**src/rtl/xorshift_gen.sv**
```systemverilog
// Xorshift pseudo-random word generator with valid/ready output, seed load and a busy skip-ahead mode.
// Optional transfer counter output word_cnt is enabled by defining XORSHIFT_WORD_CNT_EN.
module xorshift_gen #(
  parameter int WIDTH = 32,
  parameter int SHIFT_A = 13,
  parameter int SHIFT_B = 17,
  parameter int SHIFT_C = 5,
  parameter logic [WIDTH-1:0] DEFAULT_SEED = WIDTH'(32'h2545F491)
) (
  input  logic             clk,
  input  logic             rst,
  input  logic             en,
  input  logic             seed_load,
  input  logic [WIDTH-1:0] seed,
  input  logic             skip_req,
  input  logic [15:0]      skip_count,
  input  logic             out_ready,
  output logic             out_valid,
  output logic [WIDTH-1:0] out,
  output logic             busy
`ifdef XORSHIFT_WORD_CNT_EN
  ,
  output logic [31:0]      word_cnt
`endif
);

  typedef enum logic {RUN, SKIP} state_t;

  state_t           state, state_nxt;
  logic [WIDTH-1:0] s, s_nxt;
  logic [15:0]      cnt, cnt_nxt;
  logic             skip_go;
  logic             xfer;

  function automatic logic [WIDTH-1:0] step(input logic [WIDTH-1:0] x);
    logic [WIDTH-1:0] y;
    y = x ^ (x << SHIFT_A);
    y = y ^ (y >> SHIFT_B);
    y = y ^ (y << SHIFT_C);
    return y;
  endfunction

  assign out       = s;
  assign busy      = (state == SKIP);
  assign out_valid = (state == RUN) && en;

  // A skip request outranks a simultaneous handshake; the consumer's word is not consumed then.
  assign skip_go = (state == RUN) && skip_req && (skip_count != 16'd0) && !seed_load;
  assign xfer    = out_valid && out_ready && !seed_load && !skip_go;

  always_comb begin
    state_nxt = state;
    s_nxt     = s;
    cnt_nxt   = cnt;
    if (seed_load) begin
      s_nxt     = (seed == '0) ? DEFAULT_SEED : seed;
      state_nxt = RUN;
      cnt_nxt   = 16'd0;
    end else if (state == SKIP) begin
      s_nxt   = step(s);
      cnt_nxt = cnt - 16'd1;
      if (cnt == 16'd1) begin
        state_nxt = RUN;
      end
    end else if (skip_go) begin
      state_nxt = SKIP;
      cnt_nxt   = skip_count;
    end else if (xfer) begin
      s_nxt = step(s);
    end
  end

  always_ff @(posedge clk or posedge rst) begin
    if (rst) begin
      state <= RUN;
      s     <= DEFAULT_SEED;
      cnt   <= 16'd0;
    end else begin
      state <= state_nxt;
      s     <= s_nxt;
      cnt   <= cnt_nxt;
    end
  end

`ifdef XORSHIFT_WORD_CNT_EN
  always_ff @(posedge clk or posedge rst) begin
    if (rst) begin
      word_cnt <= 32'd0;
    end else if (seed_load) begin
      word_cnt <= 32'd0;
    end else if (xfer) begin
      word_cnt <= word_cnt + 32'd1;
    end
  end
`endif

endmodule

```
**config.mk**
```make
export PLATFORM = sky130hd
export DESIGN_NAME = xorshift_gen
export DESIGN_NICKNAME = d
export VERILOG_FILES = /design/src/rtl/xorshift_gen.sv
export SDC_FILE = /design/constraint.sdc
export NUM_CORES = 1
export LEC_CHECK = 0
export CAP_MARGIN = 15
export CORE_ASPECT_RATIO = 2
export CORE_MARGIN = 8
export CORE_UTILIZATION = 30
export DETAILED_ROUTE_END_ITERATION = 16
export GPL_TIMING_DRIVEN = 0
export PLACE_DENSITY_LB_ADDON = 0.12
export SLEW_MARGIN = 20
export SYNTH_ARGS = -nofsm -noshare
export SYNTH_HDL_FRONTEND = slang
export SYNTH_SLANG_ARGS = --single-unit
```
**constraint.sdc**
```tcl
create_clock -name clk -period 2.3 [get_ports clk]
set_input_delay 0.46 -clock clk [delete_from_list [all_inputs] [get_ports clk]]
set_output_delay 0.46 -clock clk [all_outputs]
set_load 0.1 [all_outputs]
```
==> flow_summary.json, run 1 <==
{
  "timing_hold_violations_final": 0,
  "fin_util": 0.4232,
  "grt_max_degree": 50,
  "ys_warn_count": 0,
  "rr_worst_depth": 7,
  "die_h_um": 165.7,
  "critPathSlowestCell": "dlygate4sd2_1",
  "fin_worst_skew_ns": 0.009267,
  "max_freq_mhz": 443.3,
  "setup_tns_ns": 0,
  "cts-hold-fix-buffers": 0,
  "dp_hpwl_mm": 10.55,
  "ys_types": 63,
  "synth_area_per_cell_sq_um": 9.083,
  "crit_family": "buffers and inverters",
  "p_leak_uw": 0.001827,
  "clockBufferDepth": 2,
  "power.total_uw": 8672,
  "drive_above_1_share": 0.1368,
  "cts_inserted_buffers": 5,
  "wirelength_mm": 13.39,
  "portBuffers": 87,
  "r2r_start": "cnt[0]",
  "synth_ff_type": "dfrtp_1",
  "viasPerCell": 5.531,
  "worstHoldPathType": "reg2reg",
  "cts_tree": "built",
  "hold_path.startpoint": "out[22]",
  "timing.rr.end": "cnt[10]",
  "worstHoldPathCells": 2,
  "cpPeakStageDelay_ns": 0.88,
  "wl_per_cell_um": 22.02,
  "ant_nets": 0,
  "start_util": 0.3070,
  "clock-sinks": 49,
  "outcome": "complete, no violations",
  "syn_inst": 370,
  "crit_path_max_fanout": 5,
  "vias": 3363,
  "gp_congestion": 0.8942,
  "coreArea_sq_um": 10950,
  "finalNonFillerCells": 608,
  "clk_pin_slew_ns": 0.07,
  "grt-ovfl-total": 0,
  "seqCellArea_sq_um": 1245,
  "final_cell_mix": "clkdlybuf4s50_1 (54), xnor2_1 (43), nand2_1 (36)",
  "cts-root-buf": "clkbuf_16",
  "async_flop_share": 1.000,
  "worstMarginPinSlew_ns": 0.9955,
  "cp.arrival_ns": 1.80,
  "p_per_area_nw_per_um2": 1872,
  "n_antenna_cell": 0,
  "clock_latency_ns": 0.30,
  "die_w_um": 90.84,
  "core.rowCount": 54,
  "grt_pass1_wl_mm": 20.48,
  "drc": 0,
  "antenna_found_initial": 0,
  "syn_nets": 426,
  "rrSetupSlack_ns": 0.18,
  "path_class": "reg2out",
  "dieArea_sq_um": 15050,
  "rsz0062_at_grt": "true",
  "grt_pass1_vias": 3610,
  "slew_headroom": 0.3390,
  "path_cells": "dlygate4sd2_1",
  "ys_seq_area_frac": 0.3701,
  "min_period_ns": 2.256,
  "grtUsageTotal": 0.1761,
  "worst_setup_path_end_kind": "output pin",
  "fin_nets": 523,
  "final_common_cell": "clkdlybuf4s50_1",
  "firstDrtPassIters": 4,
  "fin_crit_sh": 0.9808,
  "htreeDepth": 2,
  "whs_endpoint": "out[22]",
  "drt_iter0_markers": 145,
  "startpoint_type": "flip-flop",
  "cp_data_required_time_ns": 1.84,
  "crit_buf_inv": 1,
  "cap_violations": 0,
  "synth-edff-count": 0,
  "synth_area_sq_um": 3361,
  "placedCellCount": 597,
  "ys_ff_latch": 49,
  "drv_slew": 0,
  "ios": 88,
  "peakVddDrop_v": 0.001127,
  "finalSetupViolCount": 0,
  "multi_input_area_sq_um": 2053,
  "syn_to_final_growth_pct": 37.83,
  "fillCellCount": 1149
}
worst max-delay path by stage:
stage | slack (ns) | cells after the start | endpoint | from
6_report | 0.04 | 1 | out[14] | out[14]
5_1_grt | -0.03 | 7 | out[12] | seed[4]
4_1_cts | 0.02 | 6 | cnt[15] | skip_count[11]
3_3_place_gp | -0.68 | 2 | busy | rst
2_1_floorplan | 0.19 | 5 | out[11] | out[10]
3_5_place_dp | -0.52 | 6 | cnt[15] | skip_count[3]
stage by stage:
stage | worst slack [ns] | hold WS (ns) | area (sq um)
CTS | 0.02242 | 0.5076 | 4573
floorplan | 0.1917 | 0.5083 | 3369
global route | -0.03316 | 0.5175 | 4632
global placement | -0.6821 | 0.4892 | 4415
finish | 0.04423 | 0.4997 | 4632
detailed placement | -0.5209 | 0.4983 | 4418
sequential cells by signal, indices dropped and copies added, names as in the netlist:
signal and count:
out 32, cnt 16, busy 1
cells by family (layout without fill, tap and decap cells):
kind of cell	Yosys count	count (layout)	synth area share
DFF	49	49	0.3701
and+or+nand+nor	112	112	0.1795
muxes	3	3	0.009308
buffers and inverters	26	124	0.03909
AOI/OAI and AO/OA	118	118	0.2211
adders and majority gates	2	2	0.007445
xor gates and xnor gates	60	60	0.1735
routing by layer:
layer | global-route usage | share of wire
met3 | 0.03848 | 0.059
met1 | 0.1677 | 0.35
met5 | 0 | 0
met4 | 0.1055 | 0.051
met2 | 0.3310 | 0.54
layout make-up:
class / count / share of cell area
Clock buffer: 6 / 0.02782
Clock inverter: 2 / 0.007563
Timing Repair Buffer: 90 / 0.1845
Multi-Input combinational cell: 295 / 0.4433
Inverter: 8 / 0.007023
Tap cell: 140 / 0.03782
Buffer: 18 / 0.02323
Sequential cell: 49 / 0.2688
power by group:
group	total, uW	internal, uW	switching (uW)
combinational	6090	2020	4070
sequential	1730	1280	454
clock	848	513	336
total	8670	3810	4860
cells in the mapped netlist (3+ instances only):
cell | count | area share
o21ai_1 | 6 | 0.0089
nand2_1 | 36 | 0.040
nand4_1 | 3 | 0.0056
dfrtp_1 | 35 | 0.26
xor2_1 | 13 | 0.034
o22ai_1 | 17 | 0.032
a31oi_1 | 7 | 0.013
nand3_1 | 8 | 0.012
a2bb2oi_1 | 3 | 0.0078
nor4_1 | 9 | 0.017
nor2_1 | 28 | 0.031
nor3_1 | 6 | 0.0089
a22oi_1 | 5 | 0.011
inv_1 | 6 | 0.0067
xnor3_1 | 3 | 0.020
clkbuf_1 | 8 | 0.0089
xnor2_1 | 43 | 0.11
buf_6 | 3 | 0.010
buf_2 | 4 | 0.0060
o21ai_0 | 27 | 0.040
nor4_2 | 6 | 0.022
a221oi_1 | 4 | 0.010
a21oi_1 | 28 | 0.042
dfstp_2 | 14 | 0.11
repair_timing:
| item | 4_1_cts | 5_1_grt |
|---|---|---|
| gates resized for setup | 39 | 11 |
| setup buffers | 1 | 2 |
| pin swaps | 1 | 2 |
| endpoints found under the setup margin | 65 | 18 |
Power figures use the tool's default switching activity.
==> run 2: changes to the inputs <==
CORE_UTILIZATION = 45   (was 30)
==> flow_summary.json, run 2 (synthesis gave the netlist of run 1 again) <==
{
  "outcome": "complete, no violations",
  "fillCellCount": 675,
  "antenna_found_initial": 0,
  "firstDrtPassIters": 4,
  "fin_util": 0.6266,
  "grt_max_degree": 34,
  "crit_family": "buffers and inverters",
  "die_w_um": 77.11,
  "cts_inserted_buffers": 5,
  "wirelength_mm": 12.43,
  "multi_input_area_sq_um": 2028,
  "min_period_ns": 2.240,
  "drv_slew": 0,
  "cpPeakStageDelay_ns": 0.88,
  "worstHoldPathType": "in2async",
  "start_util": 0.4625,
  "drive_above_1_share": 0.1362,
  "ant_nets": 0,
  "clock_latency_ns": 0.29,
  "ios": 88,
  "gp_congestion": 0.9523,
  "clockBufferDepth": 2,
  "clock-sinks": 49,
  "dp_hpwl_mm": 9.810,
  "timing_hold_violations_final": 0,
  "path_cells": "dlygate4sd2_1",
  "grt_pass1_wl_mm": 19.55,
  "grtUsageTotal": 0.2325,
  "htreeDepth": 2,
  "final_cell_mix": "clkdlybuf4s50_1 (53), xnor2_1 (43), nand2_1 (36)",
  "r2r_start": "cnt[0]",
  "cts-root-buf": "clkbuf_16",
  "fin_worst_skew_ns": 0.006594,
  "cts_tree": "built",
  "crit_path_max_fanout": 5,
  "rsz0062_at_grt": "false",
  "largest_reg_flops": 32,
  "rr_worst_depth": 7,
  "fin_nets": 525,
  "worstMarginPinSlew_ns": 0.9826,
  "coreArea_sq_um": 7267,
  "path_class": "reg2out",
  "rrSetupSlack_ns": 0.13,
  "cap_violations": 0,
  "cp_data_required_time_ns": 1.84,
  "timing.rr.end": "cnt[10]",
  "worst_setup_path_end_kind": "output pin",
  "crit_buf_inv": 1,
  "dieArea_sq_um": 10660,
  "vias": 3440,
  "core.rowCount": 44,
  "fin_crit_sh": 0.9737,
  "final_common_cell": "clkdlybuf4s50_1",
  "portBuffers": 87,
  "seqCellArea_sq_um": 1245,
  "cp.arrival_ns": 1.78,
  "viasPerCell": 6.121,
  "clk_pin_slew_ns": 0.07,
  "syn_to_final_growth_pct": 35.48,
  "startpoint_type": "flip-flop",
  "n_antenna_cell": 0,
  "finalSetupViolCount": 0,
  "drc": 0,
  "critPathSlowestCell": "dlygate4sd2_1",
  "pre_cts_ws_ns": -0.4906,
  "grt-ovfl-total": 0,
  "finalWorstSetupSlack_ns": 0.06041,
  "max_freq_mhz": 446.5,
  "grt_pass1_vias": 3707,
  "wl_per_cell_um": 22.12,
  "slew_headroom": 0.3475,
  "drt_iter0_markers": 188,
  "die_h_um": 138.2
}
run 2: timing repair:
action / CTS / global route
setup endpoints to repair: 55 / 29
pin swaps: 0 / 1
gates resized for setup: 39 / 6
cloned: 0 / 0
hold buffers: 0 / 0
buffers inserted: 0 / 4
run 2: layout make-up:
class	count	share of cell area
buffer	18	0.02281
sequential	49	0.2734
tap	92	0.02528
timing repair buffer	92	0.1943
multi-input combinational	295	0.4455
clock buffer	8	0.03215
inverter	8	0.006595
run 2: per-layer routing:
layer	vias to the layer above	GRT usage	wire length, um
li1	1554	-	-
met1	1642	0.2203	4293
met2	177	0.4043	6425
met3	67	0.05390	749
met4	0	0.2034	965
met5	-	0	0
run 2: metrics by stage:
| step | std cells | hold WS, ns | cell area, sq um | setup TNS [ns] |
|---|---|---|---|---|
| finish | 562 | 0.4662 | 4553 | 0 |
| global route | 562 | 0.5158 | 4553 | 0 |
| CTS | 558 | 0.4855 | 4507 | 0 |
| detailed placement | 550 | 0.4950 | 4375 | -15.25 |
| global placement | 549 | 0.4886 | 4355 | -28.59 |
| floorplan | 370 | 0.5083 | 3369 | 0 |
run 2: worst max path at each step:
| stage | depth (start not counted) | start | end |
|---|---|---|---|
| 6_report | 1 | out[18] | out[18] |
| 5_1_grt | 7 | seed_load | out[24] |
| 4_1_cts | 7 | seed[4] | out[4] |
| 3_5_place_dp | 6 | skip_count[3] | cnt[15] |
| 3_3_place_gp | 2 | rst | busy |
| 2_1_floorplan | 5 | out[10] | out[11] |
Power of run 2 is not shown: default switching activity piles up to over one toggle a cycle in this logic, so the estimate is an artifact.
==> run 3: changes to the inputs <==
CORE_MARGIN = unset   (was 8)
CTS_CLUSTER_DIAMETER = 80   (was unset)
==> flow_summary.json, run 3 (synthesis gave the netlist of run 1 again) <==
{
  "cpPeakStageDelay_ns": 0.89,
  "path_class": "reg2out",
  "cap_violations": 0,
  "crit_buf_inv": 1,
  "finalNonFillerCells": 561,
  "fillCellCount": 681,
  "cp.arrival_ns": 1.78,
  "globalRouteMet3Util": 0.04320,
  "firstDrtPassIters": 7,
  "finalSetupViolCount": 0,
  "whs_ns": 0.4988,
  "grt-ovfl-total": 0,
  "worstMarginPinSlew_ns": 0.9893,
  "cts_inserted_buffers": 5,
  "start_util": 0.4625,
  "top_usage_layer": "met2",
  "grt_pass1_vias": 3480,
  "final_common_cell": "clkdlybuf4s50_1",
  "clock-sinks": 49,
  "die_h_um": 124.2,
  "critPathSlowestCell": "dlygate4sd2_1",
  "worstHoldPathType": "in2async",
  "grtUsageTotal": 0.3133,
  "gp_congestion": 0.9386,
  "htreeDepth": 2,
  "drv_slew": 0,
  "grtUsageMet1": 0.3164,
  "clockBufferDepth": 2,
  "n_antenna_cell": 0,
  "timing_hold_violations_final": 0,
  "cts-root-buf": "clkbuf_16",
  "grt_max_degree": 31,
  "drive_above_1_share": 0.1343,
  "worst_setup_path_end_kind": "output pin",
  "fin_nets": 524,
  "largest_reg_flops": 32,
  "core.rowCount": 44,
  "viasPerCell": 6.082,
  "path_cells": "dlygate4sd2_1",
  "dp_hpwl_mm": 9.044,
  "drc": 0,
  "gr-usage-met2": 0.5433,
  "portBuffers": 87,
  "slew_headroom": 0.3431,
  "cp_data_required_time_ns": 1.84,
  "final_cell_mix": "clkdlybuf4s50_1 (54), xnor2_1 (43), nand2_1 (36)",
  "fin_crit_sh": 0.9748,
  "crit_path_max_fanout": 5,
  "cts_tree": "built",
  "outcome": "complete, no violations",
  "drt_iter0_markers": 311,
  "ios": 88,
  "fin_util": 0.6247,
  "startpoint_type": "flip-flop",
  "coreArea_sq_um": 7267,
  "vias": 3412,
  "wl_per_cell_um": 20.97,
  "fin_worst_skew_ns": 0.009189,
  "crit_family": "buffers and inverters",
  "antenna_found_initial": 0,
  "die_w_um": 63.11,
  "max_freq_mhz": 446.0,
  "clk_pin_slew_ns": 0.07,
  "placedCellCount": 550,
  "grt_pass1_wl_mm": 18.35,
  "syn_to_final_growth_pct": 35.07,
  "clock_latency_ns": 0.30,
  "rsz0062_at_grt": "false",
  "dieArea_sq_um": 7839,
  "wirelength_mm": 11.77,
  "ant_nets": 0,
  "min_period_ns": 2.242
}
==> run 3: timing repair <==
item	4_1_cts	5_1_grt
setup endpoints to repair	47	22
cloned	0	0
buffers inserted	0	3
endpoints found under the hold margin	0	0
pin swaps	0	3
hold buffers	0	0
resized for setup	38	5
==> run 3: worst reg2reg max path: cells and delay by family, from the launching register on <==
| kind | cells | cell delay (ns) |
|---|---|---|
| AO/OA/AOI/OAI | 3 | 0.52 |
| flip-flops | 1 | 0.45 |
| AND/OR/NAND/NOR | 2 | 1.04 |
==> run 3: cell type report <==
class | instances | area, sq um | share of cell area
repair buffers | 91 | 878.3 | 0.1935
plain buffers | 18 | 103.9 | 0.02288
flip-flops and latches | 49 | 1245 | 0.2743
multi-input cells | 295 | 2028 | 0.4468
inverters | 8 | 30.03 | 0.006615
clock buffers | 6 | 128.9 | 0.02839
well taps | 92 | 115.1 | 0.02536
clock inverters | 2 | 10.01 | 0.002205
==> run 3: path summary, 6_finish.rpt <==
check	from	to	slack, ns	cells after the start
worst max-delay path	out[18]	out[18]	0.06	1
worst min-delay path	rst	out[3]	0.50	2
worst max register to register	cnt[0]	cnt[9]	0.15	5
worst min register to register	out[22]	out[22]	0.50	2
max in group asynchronous	rst	out[29]	1.21	3
min in group clk	out[22]	out[22]	0.50	2
==> run 3: metrics by stage <==
step	worst slack, ns	TNS, ns	instance area [sq um]
after floorplan	0.1917	0	3369
after global placement	-0.5308	-26.18	4355
after detailed placement	-0.4589	-12.87	4375
after CTS	0.01325	0	4501
after global routing	0.001951	0	4539
final	0.05789	0	4539
==> run 3: per-layer routing <==
metal  wire (um)  vias up
met1        3993     1607
met3         672       61
met4         935        0
li1            -     1547
met5           0        -
met2        6163      197
Power of run 3 is left out for the same reason.
